`src/rtl/lfsr_stream_if.sv`:
```
// rtl/lfsr_stream_if.sv - control/status bundle for the lfsr_stream pseudo-random source
interface lfsr_stream_if #(
  parameter int WIDTH = 13,
  parameter int CNT_W = 13
);
  logic             ce;
  logic             start;
  logic             seed_we;
  logic [WIDTH-1:0] seed_in;
  logic [WIDTH-1:0] lfsr;
  logic             lfsr_valid;
  logic             lfsr_busy;
  logic             lfsr_done;
  logic [CNT_W-1:0] step_cnt;

  modport master (
    output ce, start, seed_we, seed_in,
    input  lfsr, lfsr_valid, lfsr_busy, lfsr_done, step_cnt
  );

  modport slave (
    input  ce, start, seed_we, seed_in,
    output lfsr, lfsr_valid, lfsr_busy, lfsr_done, step_cnt
  );
endinterface

```
`src/rtl/lfsr_stream.sv`:
```
// rtl/lfsr_stream.sv - Fibonacci LFSR source running RUN_LEN steps per request (optional LFSR_ZERO_GUARD_EN)
module lfsr_stream #(
  parameter int               WIDTH   = 13,
  parameter logic [WIDTH-1:0] TAPS    = 13'h1C80,
  parameter logic [WIDTH-1:0] SEED    = 1,
  parameter int               RUN_LEN = 8191,
  parameter int               CNT_W   = $clog2(RUN_LEN + 1)
) (
  input  logic          clk,
  input  logic          rst,
  lfsr_stream_if.slave  bus
);

  typedef enum logic [1:0] {S_IDLE, S_RUN, S_DONE} state_t;

  state_t           r_state;
  logic [WIDTH-1:0] r_lfsr;
  logic [CNT_W-1:0] r_cnt;
  logic             r_valid;

  state_t           w_state_nxt;
  logic [WIDTH-1:0] w_lfsr_nxt;
  logic [CNT_W-1:0] w_cnt_nxt;
  logic             w_valid_nxt;
  logic             w_fb;
  logic [WIDTH-1:0] w_lfsr_step;
  logic [WIDTH-1:0] w_seed_load;
  logic             w_last_step;

  assign w_fb        = ^(r_lfsr & TAPS);
  assign w_last_step = (r_cnt == CNT_W'(RUN_LEN - 1));

`ifdef LFSR_ZERO_GUARD_EN
  // An all-zero state or seed is replaced by SEED so the register cannot lock up.
  assign w_lfsr_step = (r_lfsr == '0) ? SEED : {r_lfsr[WIDTH-2:0], w_fb};
  assign w_seed_load = (bus.seed_in == '0) ? SEED : bus.seed_in;
`else
  assign w_lfsr_step = {r_lfsr[WIDTH-2:0], w_fb};
  assign w_seed_load = bus.seed_in;
`endif

  // Next-state and datapath decode; DONE always returns to IDLE regardless of ce.
  always_comb begin
    w_state_nxt = r_state;
    w_lfsr_nxt  = r_lfsr;
    w_cnt_nxt   = r_cnt;
    w_valid_nxt = 1'b0;
    case (r_state)
      S_IDLE: begin
        if (bus.ce) begin
          if (bus.seed_we) begin
            w_lfsr_nxt = w_seed_load;
          end
          if (bus.start) begin
            w_state_nxt = S_RUN;
            w_cnt_nxt   = '0;
          end
        end
      end
      S_RUN: begin
        if (bus.ce) begin
          w_lfsr_nxt  = w_lfsr_step;
          w_cnt_nxt   = r_cnt + 1'b1;
          w_valid_nxt = 1'b1;
          if (w_last_step) begin
            w_state_nxt = S_DONE;
          end
        end
      end
      S_DONE: begin
        w_state_nxt = S_IDLE;
      end
      default: begin
        w_state_nxt = S_IDLE;
      end
    endcase
  end

  // State and datapath registers; rst wins over everything else.
  always_ff @(posedge clk) begin
    if (rst) begin
      r_state <= S_IDLE;
      r_lfsr  <= SEED;
      r_cnt   <= '0;
      r_valid <= 1'b0;
    end else begin
      r_state <= w_state_nxt;
      r_lfsr  <= w_lfsr_nxt;
      r_cnt   <= w_cnt_nxt;
      r_valid <= w_valid_nxt;
    end
  end

  assign bus.lfsr       = r_lfsr;
  assign bus.lfsr_valid = r_valid;
  assign bus.lfsr_busy  = (r_state == S_RUN);
  assign bus.lfsr_done  = (r_state == S_DONE);
  assign bus.step_cnt   = r_cnt;

endmodule

```
`src/flat_wrapper.sv`:
```
// flat-port wrapper written by rule: the top's interface ports become plain ports
module lfsr_stream_flat 
#(
  parameter int               WIDTH   = 13,
  parameter logic [WIDTH-1:0] TAPS    = 13'h1C80,
  parameter logic [WIDTH-1:0] SEED    = 1,
  parameter int               RUN_LEN = 8191,
  parameter int               CNT_W   = $clog2(RUN_LEN + 1)
)
  (clk, rst, bus_ce, bus_start, bus_seed_we, bus_seed_in, bus_lfsr, bus_lfsr_valid, bus_lfsr_busy, bus_lfsr_done, bus_step_cnt);
  lfsr_stream_if #(.WIDTH(WIDTH), .CNT_W(CNT_W)) bus_i ();
  input  logic clk;
  input  logic rst;
  input wire logic [$bits(bus_i.ce)-1:0] bus_ce;
  input wire logic [$bits(bus_i.start)-1:0] bus_start;
  input wire logic [$bits(bus_i.seed_we)-1:0] bus_seed_we;
  input wire logic [$bits(bus_i.seed_in)-1:0] bus_seed_in;
  output wire logic [$bits(bus_i.lfsr)-1:0] bus_lfsr;
  output wire logic [$bits(bus_i.lfsr_valid)-1:0] bus_lfsr_valid;
  output wire logic [$bits(bus_i.lfsr_busy)-1:0] bus_lfsr_busy;
  output wire logic [$bits(bus_i.lfsr_done)-1:0] bus_lfsr_done;
  output wire logic [$bits(bus_i.step_cnt)-1:0] bus_step_cnt;
  assign bus_i.ce = bus_ce;
  assign bus_i.start = bus_start;
  assign bus_i.seed_we = bus_seed_we;
  assign bus_i.seed_in = bus_seed_in;
  assign bus_lfsr = bus_i.lfsr;
  assign bus_lfsr_valid = bus_i.lfsr_valid;
  assign bus_lfsr_busy = bus_i.lfsr_busy;
  assign bus_lfsr_done = bus_i.lfsr_done;
  assign bus_step_cnt = bus_i.step_cnt;
  lfsr_stream #(.WIDTH(WIDTH), .TAPS(TAPS), .SEED(SEED), .RUN_LEN(RUN_LEN), .CNT_W(CNT_W)) u_core (.clk(clk), .rst(rst), .bus(bus_i));
endmodule
```
`config.mk`:
```
export PLATFORM = sky130hd
export DESIGN_NAME = lfsr_stream_flat
export DESIGN_NICKNAME = d
export VERILOG_FILES = /design/src/rtl/lfsr_stream_if.sv /design/src/rtl/lfsr_stream.sv /design/src/flat_wrapper.sv
export SDC_FILE = /design/constraint.sdc
export NUM_CORES = 1
export LEC_CHECK = 0
export BUFFER_PORTS_ARGS = -buffer_cell sky130_fd_sc_hd__buf_2
export CORE_MARGIN = 2
export CORE_UTILIZATION = 35
export CTS_CLUSTER_DIAMETER = 120
export DETAILED_ROUTE_END_ITERATION = 10
export HOLD_SLACK_MARGIN = 0.15
export MAX_ROUTING_LAYER = met4
export PLACE_DENSITY = 0.64
export SYNTH_ARGS = -nofsm -noshare
export SYNTH_HDL_FRONTEND = slang
export SYNTH_SLANG_ARGS = --single-unit
```
`constraint.sdc`:
```
create_clock -name clk -period 2.2 [get_ports clk]
set_input_delay 0.22 -clock clk [delete_from_list [all_inputs] [get_ports clk]]
set_output_delay 0.22 -clock clk [all_outputs]
set_load 0.02 [all_outputs]
```
==> impl_metrics.env <==
export IMPL_cts_root_buf="clkbuf_8"
export IMPL_setup_viol=0
export IMPL_routed_wl_mm=3.03
export IMPL_switchingPower_mw=0.307
export IMPL_diodes=0
export IMPL_clk_pin_slew_worst_paths_ns=0.06
export IMPL_critPathKind="reg -> out"
export IMPL_synth_nets=179
export IMPL_yosys_register_bits=29
export IMPL_place_congestion=0.783
export IMPL_clock_sinks=29
export IMPL_syn_inst=159
export IMPL_syn_area_per_cell_um2=8.78
export IMPL_area_growth_pct=25.7
export IMPL_synth_area_mm2=0.00140
export IMPL_grt_usage_pct=15.2
export IMPL_vias_per_cell=4.96
export IMPL_post_cts_buffers=0
export IMPL_fillers=396
export IMPL_dieArea_mm2=0.00451
export IMPL_critPathMaxFanout=12
export IMPL_met2WireLength_mm=1.27
export IMPL_wl_per_cell_um=11.9
export IMPL_max_freq_ghz=0.543
export IMPL_cts_made_buffers=5
export IMPL_final_cell_area_mm2=0.00176
export IMPL_worstPathRequired_ns=1.98
export IMPL_tns_ns=0
export IMPL_dpl_hpwl_mm=2.27
export IMPL_status="complete, no violations"
export IMPL_wl_met3_um=255
export IMPL_detail_route_first_pass_iterations=4
export IMPL_synth_edf_count=0
export IMPL_ir_drop_v=0.000369
export IMPL_finalPower_mw=1.21
export IMPL_fin_worst_skew_ns=0.00534
export IMPL_core_rowCount=22
export IMPL_yosys_warnings=0
export IMPL_relSlewSlack_pct=63.6
export IMPL_cts_tree="built"
export IMPL_slowest_delay_ns=0.50
export IMPL_seqCellArea_um2=581
export IMPL_antenna_found_initial=0
export IMPL_clkPwrFrac_pct=39.2
export IMPL_drtIter0Drc=52
export IMPL_drive_gt1_share_pct=28.6
export IMPL_grt_pass1_vias=1095
export IMPL_cellPowerDensity_mw_per_mm2=687
export IMPL_grt_max_degree=26
export IMPL_worstPathArrival_ns=1.62
export IMPL_clk_latency_ns=0.27
export IMPL_synth_common_cells="dfxtp_1 (29), nor2_1 (25), mux2i_1 (14)"
export IMPL_synthArstFlopShare_pct=0
export IMPL_start_util_pct=37.3
export IMPL_tightest_slew_ns=0.540
export IMPL_hold_class="in -> reg"
export IMPL_rsz0062_at_grt="false"
export IMPL_vias=1260
export IMPL_synth_most_common_cell="dfxtp_1"
export IMPL_hold_viol=0
export IMPL_crit_family="buffers and inverters"
export IMPL_yosysTopAreaCell="dfxtp_1"
export IMPL_placed_area_mm2=0.00165
export IMPL_ant_nets=0
export IMPL_cap_violations=0
export IMPL_route_detailed_drc=0
export IMPL_io_pins=47
export IMPL_cts_hold_buf=0
export IMPL_pwr_share_seq_pct=47.1
export IMPL_pwr_share_comb_pct=13.8
export IMPL_whs_ns=0.271
export IMPL_cp_start_kind="flip-flop"
export IMPL_crit_slowest_cell="dfxtp_1"
export IMPL_fp_coreArea_mm2=0.00374
export IMPL_synth_top_area_share_pct=41.6
export IMPL_sw_frac_of_total_pct=25.4
export IMPL_met1_length_mm=1.48
export IMPL_multi_input_area_um2=749
export IMPL_yosysSeqAreaShare_pct=41.6
export IMPL_die_x_um=67.2
export IMPL_ys_top_cells_by_area="dfxtp_1 (42%), mux2i_1 (10%), nor2_1 (6.7%), a211oi_1 (6.5%), xnor2_1 (5.6%)"
export IMPL_synth_cell_types=36
export IMPL_ys_flop_type="dfxtp_1"
export IMPL_endpoint_kind="output port"
export IMPL_p_leak_nw=0.800
export IMPL_grt_pass1_wl_mm=4.98
export IMPL_dr_max_layer_used="met4"
export IMPL_critPathBufInv=3
export IMPL_globalRoute_totalOverflow=0
export IMPL_p_int_mw=0.899
export IMPL_finalCriticalPeriod_ns=1.84
export IMPL_port_buffers=46
export IMPL_nets=225
export IMPL_finalCritPeriodShare_pct=83.7
export IMPL_fp_dieH_um=67.2
export IMPL_crit_chain="nand2b_1, buf_4, inv_1, buf_2"
export IMPL_htree_levels=2
export IMPL_clock_path_buffers=2
export IMPL_cts_repair_resized=0
export IMPL_drv_slew=0
## layer usage
| layer | up-vias | global-route usage (%) |
|---|---|---|
| li1 | 655 | - |
| met1 | 565 | 20.5 |
| met2 | 38 | 19.9 |
| met3 | 2 | 6.83 |
| met4 | 0 | 5.36 |
| met5 | - | - |
## area by class of cell
type	count	area share (%)
clock inverters	1	0.285
repair buffers	48	14.0
well taps	48	3.42
inverters	5	1.07
flip-flops and latches	29	33.1
multi-input cells	116	42.7
clock buffers	7	5.49
## state kept, by name, indices dropped and copies added (netlist names)
name	cells
u_core.bus.step_cnt	13
u_core.bus.lfsr_valid	1
u_core.r_state	2
u_core.bus.lfsr	13
## cell families (layout without fill, tap and decap cells)
kind of cell	count (synthesis)	after routing	synth area share, %
xor+xnor	9	9	5.65
buf+inv	14	61	4.75
flops	29	29	41.6
mux	14	14	10.0
simple gates	65	65	23.6
fa+ha+maj	2	2	1.79
compound gates	26	26	12.6
## path summary, 6_finish.rpt
check	from	depth (start not counted)	slack, ns	to
max	u_core.r_state[0]	4	0.36	bus_lfsr_busy
min	bus_seed_in[0]	4	0.27	u_core.bus.lfsr[0]
max reg2reg	u_core.r_state[0]	4	0.47	u_core.bus.step_cnt[7]
min reg2reg	u_core.bus.step_cnt[12]	2	0.51	u_core.bus.step_cnt[12]
## power groups by stage
| stage | logic, mW | registers, mW | clock network [mW] |
|---|---|---|---|
| after global placement | 0.167 | 0.579 | 0 |
| after global routing | 0.186 | 0.571 | 0.523 |
| final | 0.166 | 0.568 | 0.472 |
| after detailed placement | 0.169 | 0.579 | 0 |
| after floorplan | 0.0959 | 0.599 | 0 |
| after CTS | 0.169 | 0.568 | 0.489 |
## cells in the final DEF, fill, tap and decap left out, drive strengths merged, types with 3 or more instances in the layout
cell    instances
mux2i          14
nor2           25
a211oi         12
nor3            6
a21oi           5
dfxtp          29
xnor2           9
nand4           3
inv             5
clkbuf          7
or3             3
nor4            4
o21ai           4
buf            48
nand3           4
nand2           8
## metrics by stage
| step | setup WS, ns | instances | util, % |
|---|---|---|---|
| finish | 0.359 | 254 | 46.9 |
| CTS | 0.325 | 254 | 46.9 |
| detailed placement | 0.482 | 246 | 44.2 |
| global route | 0.182 | 254 | 46.9 |
| floorplan | 0.610 | 159 | - |
| global placement | 0.515 | 246 | 44.2 |
## worst register-to-register path, delay by kind of cell (launching register included)
kind | cells | cell delay [ns]
DFF | 1 | 0.50
and+or+nand+nor | 4 | 1.18
Note: power is estimated with default switching activity, not from simulation.
